===== src/rtl/reg_to_axi_lite_bridge.sv =====
// reg_to_axi_lite_bridge: register-bus to AXI4 master bridge, one single-beat
// transaction in flight. Register data may be narrower than AXI data; writes
// replicate the data across all lanes and steer the strobes, reads pick the
// lane addressed by the request.
// Build macro REG_TO_AXI_TIMEOUT_EN adds a response timeout plus a DRAIN state
// that swallows the late B/R beat before the next request is accepted.
// Handshake rule (all AXI channels): a beat transfers on a rising edge where
// valid and ready are both high; the valid side holds valid and payload stable
// until that edge and never withdraws valid early.
module reg_to_axi_lite_bridge #(
  parameter int unsigned           FREQ_HZ      = 100000000,
  parameter int unsigned           AxiDataWidth = 64,
  parameter int unsigned           AxiAddrWidth = 64,
  parameter int unsigned           AxiIdWidth   = 1,
  parameter int unsigned           AxiUserWidth = 1,
  parameter int unsigned           RegDataWidth = 32,
  parameter logic [AxiIdWidth-1:0] AxiId        = '0,
  parameter logic [2:0]            AxiProt      = 3'b000,
  parameter int unsigned           TimeoutNs    = 10000
) (
  input  logic                        clk_i,
  input  logic                        rst_i,
  // register request / response
  input  logic [AxiAddrWidth-1:0]     reg_req_addr,
  input  logic                        reg_req_write,
  input  logic [RegDataWidth-1:0]     reg_req_wdata,
  input  logic [RegDataWidth/8-1:0]   reg_req_wstrb,
  input  logic                        reg_req_valid,
  output logic [RegDataWidth-1:0]     reg_rsp_rdata,
  output logic                        reg_rsp_error,
  output logic                        reg_rsp_ready,
  // AW
  output logic [AxiIdWidth-1:0]       axi_req_aw_id,
  output logic [AxiAddrWidth-1:0]     axi_req_aw_addr,
  output logic [7:0]                  axi_req_aw_len,
  output logic [2:0]                  axi_req_aw_size,
  output logic [1:0]                  axi_req_aw_burst,
  output logic                        axi_req_aw_lock,
  output logic [3:0]                  axi_req_aw_cache,
  output logic [2:0]                  axi_req_aw_prot,
  output logic [3:0]                  axi_req_aw_qos,
  output logic [3:0]                  axi_req_aw_region,
  output logic [5:0]                  axi_req_aw_atop,
  output logic [AxiUserWidth-1:0]     axi_req_aw_user,
  output logic                        axi_req_aw_valid,
  input  logic                        axi_rsp_aw_ready,
  // W
  output logic [AxiDataWidth-1:0]     axi_req_w_data,
  output logic [AxiDataWidth/8-1:0]   axi_req_w_strb,
  output logic                        axi_req_w_last,
  output logic [AxiUserWidth-1:0]     axi_req_w_user,
  output logic                        axi_req_w_valid,
  input  logic                        axi_rsp_w_ready,
  // B
  input  logic [AxiIdWidth-1:0]       axi_rsp_b_id,
  input  logic [1:0]                  axi_rsp_b_resp,
  input  logic [AxiUserWidth-1:0]     axi_rsp_b_user,
  input  logic                        axi_rsp_b_valid,
  output logic                        axi_req_b_ready,
  // AR
  output logic [AxiIdWidth-1:0]       axi_req_ar_id,
  output logic [AxiAddrWidth-1:0]     axi_req_ar_addr,
  output logic [7:0]                  axi_req_ar_len,
  output logic [2:0]                  axi_req_ar_size,
  output logic [1:0]                  axi_req_ar_burst,
  output logic                        axi_req_ar_lock,
  output logic [3:0]                  axi_req_ar_cache,
  output logic [2:0]                  axi_req_ar_prot,
  output logic [3:0]                  axi_req_ar_qos,
  output logic [3:0]                  axi_req_ar_region,
  output logic [AxiUserWidth-1:0]     axi_req_ar_user,
  output logic                        axi_req_ar_valid,
  input  logic                        axi_rsp_ar_ready,
  // R
  input  logic [AxiIdWidth-1:0]       axi_rsp_r_id,
  input  logic [AxiDataWidth-1:0]     axi_rsp_r_data,
  input  logic [1:0]                  axi_rsp_r_resp,
  input  logic                        axi_rsp_r_last,
  input  logic [AxiUserWidth-1:0]     axi_rsp_r_user,
  input  logic                        axi_rsp_r_valid,
  output logic                        axi_req_r_ready,
  // debug: current FSM state
  output logic [2:0]                  dbg_state_o
);

  localparam int unsigned RegBytes = RegDataWidth / 8;
  localparam int unsigned AxiBytes = AxiDataWidth / 8;
  localparam int unsigned NumLanes = AxiDataWidth / RegDataWidth;
  localparam int unsigned LaneW    = (NumLanes > 1) ? $clog2(NumLanes) : 1;
  localparam int unsigned RegOffW  = $clog2(RegBytes);
  localparam int unsigned AxiOffW  = $clog2(AxiBytes);

  // Timeout in clock cycles, never below one cycle.
  localparam logic [63:0] TimeoutRaw    = (64'(TimeoutNs) * 64'(FREQ_HZ)) / 64'd1000000000;
  localparam logic [31:0] TimeoutCycles = (TimeoutRaw == 64'd0) ? 32'd1 : TimeoutRaw[31:0];

  typedef enum logic [2:0] {
    IDLE,
    WRITE,
    WRESP,
    READ,
    RDATA,
    RESP
`ifdef REG_TO_AXI_TIMEOUT_EN
    , DRAIN
`endif
  } state_e;

  state_e                    state_q, state_d;
  logic [AxiAddrWidth-1:0]   addr_q, addr_d;
  logic                      write_q, write_d;
  logic [RegDataWidth-1:0]   wdata_q, wdata_d;
  logic [RegBytes-1:0]       wstrb_q, wstrb_d;
  logic                      aw_pend_q, aw_pend_d;
  logic                      w_pend_q, w_pend_d;
  logic [RegDataWidth-1:0]   rdata_q, rdata_d;
  logic                      error_q, error_d;

`ifdef REG_TO_AXI_TIMEOUT_EN
  logic [31:0]               cnt_q, cnt_d;
  logic                      timed_out_q, timed_out_d;
`endif

  logic [LaneW-1:0]          lane;
  logic [AxiBytes-1:0]       w_strb_steer;
  logic [RegDataWidth-1:0]   r_lane_data;
  logic                      misaligned;
  logic                      unused_inputs;

  // Lane index comes from the address bits between register and AXI width.
  if (NumLanes > 1) begin : g_lane
    assign lane = addr_q[AxiOffW-1:RegOffW];
  end else begin : g_no_lane
    assign lane = '0;
  end

  assign misaligned = (reg_req_addr & AxiAddrWidth'(RegBytes - 1)) != '0;

  // Steer write strobes into the addressed lane and select the read lane.
  always_comb begin
    w_strb_steer = '0;
    r_lane_data  = '0;
    for (int i = 0; i < int'(NumLanes); i++) begin
      if (lane == LaneW'(i)) begin
        w_strb_steer[i*RegBytes +: RegBytes] = wstrb_q;
        r_lane_data = axi_rsp_r_data[i*RegDataWidth +: RegDataWidth];
      end
    end
  end

  // Next-state and datapath update for the transaction FSM.
  always_comb begin
    state_d   = state_q;
    addr_d    = addr_q;
    write_d   = write_q;
    wdata_d   = wdata_q;
    wstrb_d   = wstrb_q;
    aw_pend_d = aw_pend_q;
    w_pend_d  = w_pend_q;
    rdata_d   = rdata_q;
    error_d   = error_q;
`ifdef REG_TO_AXI_TIMEOUT_EN
    timed_out_d = timed_out_q;
`endif
    unique case (state_q)
      IDLE: begin
        if (reg_req_valid) begin
          addr_d  = reg_req_addr;
          write_d = reg_req_write;
          wdata_d = reg_req_wdata;
          wstrb_d = reg_req_wstrb;
          rdata_d = '0;
          error_d = 1'b0;
`ifdef REG_TO_AXI_TIMEOUT_EN
          timed_out_d = 1'b0;
`endif
          if (misaligned) begin
            // Reject without touching the AXI side.
            error_d = 1'b1;
            state_d = RESP;
          end else if (reg_req_write) begin
            aw_pend_d = 1'b1;
            w_pend_d  = 1'b1;
            state_d   = WRITE;
          end else begin
            state_d = READ;
          end
        end
      end
      WRITE: begin
        if (aw_pend_q && axi_rsp_aw_ready) aw_pend_d = 1'b0;
        if (w_pend_q && axi_rsp_w_ready)   w_pend_d  = 1'b0;
        if ((!aw_pend_q || axi_rsp_aw_ready) && (!w_pend_q || axi_rsp_w_ready)) begin
          state_d = WRESP;
        end
      end
      WRESP: begin
        if (axi_rsp_b_valid) begin
          error_d = axi_rsp_b_resp[1];
          state_d = RESP;
        end
`ifdef REG_TO_AXI_TIMEOUT_EN
        else if (cnt_q == TimeoutCycles - 32'd1) begin
          error_d     = 1'b1;
          rdata_d     = '0;
          timed_out_d = 1'b1;
          state_d     = RESP;
        end
`endif
      end
      READ: begin
        if (axi_rsp_ar_ready) state_d = RDATA;
      end
      RDATA: begin
        if (axi_rsp_r_valid) begin
          error_d = axi_rsp_r_resp[1];
          rdata_d = axi_rsp_r_resp[1] ? '0 : r_lane_data;
          state_d = RESP;
        end
`ifdef REG_TO_AXI_TIMEOUT_EN
        else if (cnt_q == TimeoutCycles - 32'd1) begin
          error_d     = 1'b1;
          rdata_d     = '0;
          timed_out_d = 1'b1;
          state_d     = RESP;
        end
`endif
      end
      RESP: begin
`ifdef REG_TO_AXI_TIMEOUT_EN
        state_d = timed_out_q ? DRAIN : IDLE;
`else
        state_d = IDLE;
`endif
      end
`ifdef REG_TO_AXI_TIMEOUT_EN
      DRAIN: begin
        // Swallow the late response beat of the timed-out transaction.
        if (write_q ? axi_rsp_b_valid : axi_rsp_r_valid) begin
          timed_out_d = 1'b0;
          state_d     = IDLE;
        end
      end
`endif
      default: state_d = IDLE;
    endcase
  end

  // State and datapath registers.
  always_ff @(posedge clk_i) begin
    if (rst_i) begin
      state_q   <= IDLE;
      addr_q    <= '0;
      write_q   <= 1'b0;
      wdata_q   <= '0;
      wstrb_q   <= '0;
      aw_pend_q <= 1'b0;
      w_pend_q  <= 1'b0;
      rdata_q   <= '0;
      error_q   <= 1'b0;
    end else begin
      state_q   <= state_d;
      addr_q    <= addr_d;
      write_q   <= write_d;
      wdata_q   <= wdata_d;
      wstrb_q   <= wstrb_d;
      aw_pend_q <= aw_pend_d;
      w_pend_q  <= w_pend_d;
      rdata_q   <= rdata_d;
      error_q   <= error_d;
    end
  end

`ifdef REG_TO_AXI_TIMEOUT_EN
  // Response wait counter: restarts on every state entry, counts while waiting.
  always_comb begin
    cnt_d = cnt_q;
    if (state_d != state_q) begin
      cnt_d = '0;
    end else if (state_q == WRESP || state_q == RDATA) begin
      cnt_d = cnt_q + 32'd1;
    end
  end

  // Timeout counter and timed-out flag registers.
  always_ff @(posedge clk_i) begin
    if (rst_i) begin
      cnt_q       <= '0;
      timed_out_q <= 1'b0;
    end else begin
      cnt_q       <= cnt_d;
      timed_out_q <= timed_out_d;
    end
  end
`endif

  // Register response side.
  assign reg_rsp_ready = (state_q == RESP);
  assign reg_rsp_rdata = rdata_q;
  assign reg_rsp_error = error_q;

  // Write address channel.
  assign axi_req_aw_id     = AxiId;
  assign axi_req_aw_addr   = addr_q;
  assign axi_req_aw_len    = 8'd0;
  assign axi_req_aw_size   = 3'(RegOffW);
  assign axi_req_aw_burst  = 2'b01;
  assign axi_req_aw_lock   = 1'b0;
  assign axi_req_aw_cache  = 4'd0;
  assign axi_req_aw_prot   = AxiProt;
  assign axi_req_aw_qos    = 4'd0;
  assign axi_req_aw_region = 4'd0;
  assign axi_req_aw_atop   = 6'd0;
  assign axi_req_aw_user   = '0;
  assign axi_req_aw_valid  = (state_q == WRITE) && aw_pend_q;

  // Write data channel.
  assign axi_req_w_data  = {NumLanes{wdata_q}};
  assign axi_req_w_strb  = w_strb_steer;
  assign axi_req_w_last  = 1'b1;
  assign axi_req_w_user  = '0;
  assign axi_req_w_valid = (state_q == WRITE) && w_pend_q;

  // Read address channel.
  assign axi_req_ar_id     = AxiId;
  assign axi_req_ar_addr   = addr_q;
  assign axi_req_ar_len    = 8'd0;
  assign axi_req_ar_size   = 3'(RegOffW);
  assign axi_req_ar_burst  = 2'b01;
  assign axi_req_ar_lock   = 1'b0;
  assign axi_req_ar_cache  = 4'd0;
  assign axi_req_ar_prot   = AxiProt;
  assign axi_req_ar_qos    = 4'd0;
  assign axi_req_ar_region = 4'd0;
  assign axi_req_ar_user   = '0;
  assign axi_req_ar_valid  = (state_q == READ);

  // Response ready: while waiting, and while draining a late beat.
`ifdef REG_TO_AXI_TIMEOUT_EN
  assign axi_req_b_ready = (state_q == WRESP) || ((state_q == DRAIN) && write_q);
  assign axi_req_r_ready = (state_q == RDATA) || ((state_q == DRAIN) && !write_q);
`else
  assign axi_req_b_ready = (state_q == WRESP);
  assign axi_req_r_ready = (state_q == RDATA);
`endif

  assign dbg_state_o = state_q;

  // IDs, user bits and R last carry no information for a single-beat master.
  assign unused_inputs = ^{axi_rsp_b_id, axi_rsp_b_user, axi_rsp_b_resp[0],
                           axi_rsp_r_id, axi_rsp_r_user, axi_rsp_r_resp[0],
                           axi_rsp_r_last, TimeoutCycles[0]};

endmodule

===== config.mk =====
export PLATFORM = sky130hd
export DESIGN_NAME = reg_to_axi_lite_bridge
export DESIGN_NICKNAME = d
export VERILOG_FILES = /design/src/rtl/reg_to_axi_lite_bridge.sv
export SDC_FILE = /design/constraint.sdc
export NUM_CORES = 1
export LEC_CHECK = 0
export CAP_MARGIN = 0
export CORE_AREA = 4 4 190 192
export CTS_CLUSTER_SIZE = 12
export DETAILED_ROUTE_END_ITERATION = 6
export DIE_AREA = 0 0 194 196
export PLACE_DENSITY_LB_ADDON = 0.25
export SETUP_SLACK_MARGIN = 0.02
export SKIP_LAST_GASP = 1
export SLEW_MARGIN = 30
export SYNTH_ARGS = -nofsm -noshare
export SYNTH_HDL_FRONTEND = slang
export SYNTH_SLANG_ARGS = --single-unit

===== constraint.sdc =====
create_clock -name clk_i -period 3.1 [get_ports clk_i]
set_clock_uncertainty 0.15 [all_clocks]
set_input_delay 0.62 -clock clk_i [delete_from_list [all_inputs] [get_ports clk_i]]
set_output_delay 0.62 -clock clk_i [all_outputs]
set_load 0.03 [all_outputs]

# --- Word level (Yosys, flattened, before mapping) ---
# Index checks and enable logic that the tools add are counted.
op_classes:
  eq_ne: 14
  muxes: 27
  n_reduce_logical: 20
ops:
  columns: ["cell", "count"]
  rows:
  - ["two-way mux 32 bit", 4]
  - ["one-hot mux 32 bit (2 select lines)", 1]
  - ["nonzero test 64 bit", 1]
  - ["two-way mux 3 bit", 6]
  - ["inequality test 2 bit (second input constant)", 8]
  - ["one-hot mux 3 bit (5 select lines)", 1]
  - ["AND reduction 5 bit", 3]
  - ["two-way mux 1 bit", 9]
  - ["two-way mux 4 bit", 2]
  - ["== test 3 x 2 -> 1 bit (second input constant)", 2]
  - ["== test 3 bit (second input constant)", 2]
  - ["logical AND 1 bit", 5]
  - ["one-hot mux 1 bit (2 select lines)", 2]
  - ["AND reduction 4 bit", 1]
  - ["nonzero test 2 bit", 2]
  - ["== test 3 x 1 -> 1 bit (second input constant)", 1]
  - ["logical NOT 3 bit", 1]
  - ["one-hot mux 1 bit (3 select lines)", 1]
  - ["AND reduction 3 bit", 1]
  - ["nonzero test 3 bit", 1]
  - ["logical NOT 1 bit", 2]
  - ["logical OR 1 bit", 2]
  - ["two-way mux 2 bit", 1]
  - ["inequality test 2 x 1 -> 1 bit (second input constant)", 1]
  - ["AND reduction 2 bit", 1]
totals:
  reg_bits: 138
  inputBits: 182
  output_inout_bits: 312
  elab_cells: 69

# --- Longest topological paths before layout ---
# Gate-level depths: netlist of run 1.
depth:
  word_depth: 5
  mapped_depth: 7
  depth_no_buf: 4

# --- Worst setup path before layout of run 1 ---
# OpenSTA, ideal clock, no wires.
synth_timing:
  path_kind: "reg2out"
  start: "register state_q[0], in the netlist dbg_state_o[0]"
  end: "output axi_req_ar_valid"
  arrival_time_ns: 1.561
  t_required_ns: 2.330
  path_slack_ns: 0.769
  path_stages_with_launch: 5
  cell_sequence: "dfxtp_1 buf_6 buf_2 inv_1 nor3_1"
synth_between:
  elab_chain_cells: 1
synth_rtl:
  columns: ["element", "line_no", "source"]
  rows:
  - ["start, declared", "109", "state_e state_q, state_d;"]
  - ["start signal, assigned", "262", "state_q <= state_d;"]
  - ["== test 3 x 2 -> 1 bit", "336", "assign axi_req_ar_valid = (state_q == READ);"]
  - ["end, declared", "72", "output logic axi_req_ar_valid,"]
# Every way passes these cells.

# --- Worst setup path in the final report of run 1 ---
layout_timing:
  start: "register state_q[1], in the netlist dbg_state_o[1]"
  end: "output axi_req_w_valid"
layout_between:
  elab_chain_cells: 2
layout_rtl:
  columns: ["element", "line_no", "source"]
  rows:
  - ["== test 3 x 1 -> 1 bit", "322", "assign axi_req_w_valid = (state_q == WRITE) && w_pend_q;"]
  - ["logical AND 1 bit", "322", null]
  - ["end, declared", "52", "output logic axi_req_w_valid,"]
# Every way passes these cells.

==> results of run 1 <==
[routing by layer]
layer / vias up / GRT usage, % / wire length, microns / share of wire (%)
met2: 260 / 20.70 / 12070 / 50
met4: 0 / 3.099 / 247 / 1.0
met1: 2770 / 13.58 / 9686 / 40
li1: 3030 / - / - / -
met5: - / 0 / 0 / 0
met3: 13 / 4.671 / 2029 / 8.4
[per-stage QoR]
| step | power, mW | setup slack (ns) |
|---|---|---|
| 6_report | 6.186 | 0.2114 |
| 5_1_grt | 6.522 | 0.04649 |
| 4_1_cts | 6.321 | 0.1423 |
| 3_5_place_dp | 4.346 | 0.2984 |
| 3_3_place_gp | 4.337 | 0.3291 |
| 2_1_floorplan | 3.554 | 0.7689 |
[logic make-up (layout without fill, tap and decap cells)]
| family | after synthesis | in the layout | synth area share (%) |
|---|---|---|---|
| buffers and inverters | 222 | 468 | 22.44 |
| multiplexers | 33 | 33 | 5.616 |
| AO/OA/AOI/OAI | 149 | 149 | 13.26 |
| XOR/XNOR | 1 | 1 | 0.1328 |
| other | 2 | 70 | 0.1139 |
| AND/OR/NAND/NOR | 272 | 272 | 16.54 |
| flip-flops | 138 | 138 | 41.89 |
[power breakdown]
group	internal (mW)	switching, mW	leakage [nW]
Sequential	1.94	0.155	1.13
Clock	1.10	0.808	0.264
Combinational	0.899	1.28	2.55
[registers in the layout, summed over array words and instances, names as in the netlist]
register,cells
axi_req_ar_addr,64
reg_rsp_rdata,32
wdata_q,32
wstrb_q,4
dbg_state_o,3
aw_pend_q,1
reg_rsp_error,1
w_pend_q,1
[cell type report]
class | instances | area, sq um
Multi-Input combinational cell | 525 | 2630
Timing Repair Buffer | 430 | 4304
Inverter | 6 | 22.52
Sequential cell | 138 | 2764
Tap cell | 455 | 569.3
Clock buffer | 22 | 484.2
Fill cell | 3646 | 23530
Clock inverter | 10 | 67.56
[cells in the mapped netlist]
cell type  instances  area share [%]
a2111oi_0          1            0.13
a2111oi_2          1            0.23
a21o_1             1            0.11
a21oi_1          105             8.0
a21oi_2            1            0.13
a221o_1            1            0.15
a221oi_2           1            0.23
a22oi_1           33             3.8
a2bb2oi_1          1            0.13
and2_1             6            0.57
and3_1             2            0.19
buf_1              2            0.11
buf_2             13            0.99
buf_4            166              19
buf_6              1            0.17
clkbuf_1          34             1.9
conb_1             2            0.11
dfxtp_1          138              42
inv_1              6            0.34
mux2_2            32             5.5
mux2i_1            1            0.15
nand2_1          206              12
nand2b_1           3            0.28
nand3_1            4            0.30
nand3b_1           1            0.11
nor2_1            40             2.3
nor2b_1            5            0.47
nor3_1             2            0.15
nor4_2             1            0.19
o21a_1             1            0.11
o21ai_0            1           0.076
o21ai_1            1           0.076
o32a_1             1            0.15
or2_2              1           0.095
or4_4              1            0.17
xor2_1             1            0.13
[path summary, 6_finish.rpt]
path | from | end | slack [ns] | cells past startpoint
max reg2reg | dbg_state_o[0] | w_pend_q | 0.87 | 6
min reg2reg | wstrb_q[2] | wstrb_q[2] | 0.31 | 2
min | wstrb_q[2] | wstrb_q[2] | 0.31 | 2
max | dbg_state_o[1] | axi_req_w_valid | 0.21 | 3
[worst register-to-register path, cell delays in order, from the launching register on]
cell     delay [ns]
dfxtp_1        0.44
buf_4          0.24
nor2_1         0.33
and2_4         0.40
buf_12         0.25
nand3_1        0.18
a21oi_1        0.16
==> run metrics, run 1 <==
Buffers on Ports=416; Final Wtd Congestion=0.7640; setup TNS=0 ns; Post-Place Cells=1554; final period utilization=93.18%; worst hold path class=reg2reg; Startpoint Class=register; Syn Area/Cell=8.072 sq um; Worst setup EP type=output port; routed wire length per instance=15.15 microns; post-CTS setup buffer count=0; Die X=194 microns; synth unique cells=36; CP max-delay cell=clkdlybuf4s50_1; Finished Cell Area=0.01084 sq mm; Final #Nets=1300; Resized Gates After CTS=0; Core Area=0.03437 sq mm; CTS tree=yes; register area share after synthesis=41.89%; share of layout cells above drive strength 1=7.781%; most frequent cells in the layout=415 x clkdlybuf4s50_1, 205 x nand2_1, 137 x dfxtp_1; I/O pin count=494; die area=0.03802 sq mm; CP Class=reg2out; Post-Synthesis Cell Area=0.006595 sq mm; FMAX=346.2 MHz; row cnt=68; CTS buffer count=17; clock-pin slew on the worst setup and hold paths=0.06 ns; P&R area growth vs syn=64.39%; CTS hold repair buffers=0; via count=6073; Clock Latency Late Sink=0.43 ns; critical path arrival=2.12 ns; Crit path largest cell delay=0.74 ns; n_diodes=0; post-layout util=31.54%; drt total wl=24030 microns; Required @ worst endpoint=2.33 ns; initial DRC count=178; hold slack=0.3093 ns; global route overflow=0; Die Height=196 microns; status=finished clean; max_cap viols=0; most common cell after layout, fill and taps aside=clkdlybuf4s50_1; Worst Path Max Fanout=12; RSZ-0062 raised after global routing=false; Syn. warnings=0; Max Root-Sink Buffers=2; post-route ant nets=0; Final Hold Fails=0; vias in the first global route=5816; Clock Sinks=138; synthesized flop and latch total=138; detailed-router iteration count before antenna repair=4; Worst Tran Pin Value=0.6048 ns; final std cells w/o fill=1586; initial core utilization=19.19%; placed inst area=0.01029 sq mm; worst-path cell chain=nor2_1, and3_1, clkdlybuf4s50_1; detailed placement HPWL=18300 microns; critical path buffer and inverter count=1; fin. max-slew vios=0; Max H-tree Level=4; top cell family by delay on the critical path=buffers and inverters; clk root buf=clkbuf_16; Mapped Cells=817; largest net degree at the start of global routing=75; Setup violations, final=0; via/cell ratio=3.829; DRC viols=0; static leakage=3.942 nW; Final min period=2.889 ns; Tot GR Track Use=11.85%; initial antenna violation count=0; slew margin rel.=59.68%; Worst VDD drop=0.3602 mV; PD cells=570.5 mW/mm^2; first-pass GRT wire length=35460 microns
No activity file was read; power rests on OpenSTA's default activity.
==> run 2: changes to the inputs <==
--- a/config.mk
+++ b/config.mk
@@ -6,11 +6,11 @@
 export NUM_CORES = 1
 export LEC_CHECK = 0
 export CAP_MARGIN = 0
-export CORE_AREA = 4 4 190 192
+export CORE_AREA = 2 2 194 196
 export CTS_CLUSTER_SIZE = 12
 export DETAILED_ROUTE_END_ITERATION = 6
-export DIE_AREA = 0 0 194 196
-export PLACE_DENSITY_LB_ADDON = 0.25
+export DIE_AREA = 0 0 196 198
+export PLACE_DENSITY_LB_ADDON = 0.15
 export SETUP_SLACK_MARGIN = 0.02
 export SKIP_LAST_GASP = 1
 export SLEW_MARGIN = 30
==> run 2 against run 1 <==
Compared with the run above:
- sequential power about the same
- highest routed layer unchanged
- clock power up 4%
- setup slack worse by 0.028 ns
- power up 1.0%
- critical path depth unchanged
- via count up 0.76%
- cell area up 0.50%
- sequential cell count unchanged
- global-route usage up 0.15 points
- critical endpoint unchanged
- die area up 2.1%
==> run metrics, run 2 (same netlist as run 1, synthesis figures left out) <==
status=finished clean (unchanged); via count=6119 (was 6073); Critical R2R Capture=w_pend_q (unchanged); CP Class=reg2out (unchanged); largest net degree at the start of global routing=56 (was 75); initial core utilization=17.85% (was 19.19%); Tot GR Track Use=12.01% (was 11.85%); Worst Path Max Fanout=12 (unchanged); Final Hold Fails=0 (unchanged); Resized Gates After CTS=0 (unchanged); static leakage=3.962 nW (was 3.942 nW); Die Height=198 microns (was 196 microns); Buffers on Ports=416 (unchanged); initial DRC count=197 (was 178); Clock Sinks=138 (unchanged); die area=0.03881 sq mm (was 0.03802 sq mm); share of layout cells above drive strength 1=7.692% (was 7.781%); first-pass GRT wire length=35240 microns (was 35460 microns); CTS hold repair buffers=0 (unchanged); P_sw=2.249 mW (was 2.246 mW); I/O pin count=494 (unchanged); most frequent cells in the layout=415 x clkdlybuf4s50_1, 205 x nand2_1, 137 x dfxtp_1 (unchanged); routed wire length per instance=14.95 microns (was 15.15 microns); Startpoint Class=register (unchanged); vias in the first global route=5771 (was 5816); initial antenna violation count=0 (unchanged); CTS tree=yes (unchanged); worst hold path class=reg2reg (unchanged); FMAX=342.8 MHz (was 346.2 MHz); CP Launch Point=dbg_state_o[1] (unchanged); clock-pin slew on the worst setup and hold paths=0.07 ns (was 0.06 ns); global route overflow=0 (unchanged); hold slack=0.3109 ns (was 0.3093 ns); P_int=4.000 mW (was 3.940 mW); crit path to=axi_req_w_valid (unchanged); sw frac=35.99% (was 36.31%); multi-input logic area=0.002630 sq mm (unchanged); Reg area=0.002764 sq mm (unchanged); Final min period=2.917 ns (was 2.889 ns); most common cell after layout, fill and taps aside=clkdlybuf4s50_1 (unchanged); FF-to-FF path depth=6 (unchanged); Final #Nets=1300 (unchanged); clk root buf=clkbuf_16 (unchanged); Worst VDD drop=0.3824 mV (was 0.3602 mV); post-route ant nets=0 (unchanged); PD cells=573.6 mW/mm^2 (was 570.5 mW/mm^2); Worst setup EP type=output port (unchanged); critical path arrival=2.15 ns (was 2.12 ns); slew margin rel.=60.40% (was 59.68%); detailed placement HPWL=17570 microns (was 18300 microns); DRC viols=0 (unchanged); clock power share=31.6% (was 30.9%); Core Area=0.03696 sq mm (was 0.03437 sq mm); Required @ worst endpoint=2.33 ns (about the same); final period utilization=94.09% (was 93.18%); Max Root-Sink Buffers=2 (unchanged); Layout fillers=4020 (was 3646); RSZ-0062 raised after global routing=false (unchanged); drt total wl=24010 microns (was 24030 microns); max_cap viols=0 (unchanged); R2R setup slack=1.04 ns (was 0.87 ns); R2R Path Start=dbg_state_o[0] (unchanged); max FFs per register=64 (unchanged); Final Wtd Congestion=0.6959 (was 0.7640); P&R area growth vs syn=65.21% (was 64.39%); Setup violations, final=0 (unchanged); fin. max-slew vios=0 (unchanged); via/cell ratio=3.810 (was 3.829); Worst Tran Pin Value=0.5940 ns (was 0.6048 ns); Max H-tree Level=4 (unchanged); Comb pwr share=34.8% (was 35.3%); Reg power frac=33.6% (was 33.8%); CTS buffer count=17 (unchanged); Clock Latency Late Sink=0.43 ns (about the same); post-CTS setup buffer count=0 (unchanged); Die X=196 microns (was 194 microns); detailed-router iteration count before antenna repair=4 (unchanged); setup TNS=0 ns (unchanged); row cnt=71 (was 68)
==> run 2: cell type report <==
| type | instances | area share (%) |
|---|---|---|
| repair buffers | 430 | 39.62 |
| flip-flops and latches | 138 | 25.37 |
| multi-input cells | 525 | 24.14 |
| well taps | 474 | 5.443 |
| clock buffers | 22 | 4.352 |
| clock inverters | 10 | 0.8498 |
| inverters | 6 | 0.2067 |
| diodes | 1 | 0.02297 |
==> run 2: worst max-delay path: stages, from the launching register on <==
cell and delay (ns):
dfxtp_1 0.45, nor2_1 0.31, and3_1 0.20, clkdlybuf4s50_1 0.74
==> run 2: worst min-delay path by stage <==
| stage | from | to | slack (ns) | cells past startpoint |
|---|---|---|---|---|
| 5_1_grt | wstrb_q[2] | wstrb_q[2] | 0.33 | 2 |
| 6_report | wstrb_q[2] | wstrb_q[2] | 0.31 | 2 |
| 4_1_cts | wstrb_q[2] | wstrb_q[2] | 0.32 | 2 |
| 3_5_place_dp | wstrb_q[2] | wstrb_q[2] | 0.31 | 2 |
| 3_3_place_gp | wstrb_q[0] | wstrb_q[0] | 0.30 | 2 |
| 2_1_floorplan | wstrb_q[0] | wstrb_q[0] | 0.29 | 2 |
==> run 2: through the flow <==
step,worst slack (ns),power (mW),std cells,util (%),instance area [sq um]
global placement,0.4530,4.340,1573,27.94,10330
detailed placement,0.4661,4.348,1573,27.94,10330
finish,0.1831,6.250,1606,29.48,10900
floorplan,0.7689,3.554,885,-,6850
global route,0.03244,6.608,1605,29.48,10890
CTS,0.1246,6.402,1605,29.48,10890
==> run 2: layer usage <==
metal / GRT usage (%) / wire, microns / vias up
li1: - / - / 3031
met2: 20.77 / 11970 / 258
met1: 13.97 / 10080 / 2820
met3: 4.360 / 1772 / 10
met4: 3.283 / 197 / 0
met5: 0 / 0 / -
==> run 2: power groups by stage <==
stage               sequential [mW]  clock [mW]  combinational, mW
CTS                            2.11        2.09               2.21
global route                   2.12        2.16               2.32
finish                         2.10        1.98               2.18
floorplan                      2.38           0               1.18
detailed placement             2.15           0               2.20
global placement               2.14           0               2.20
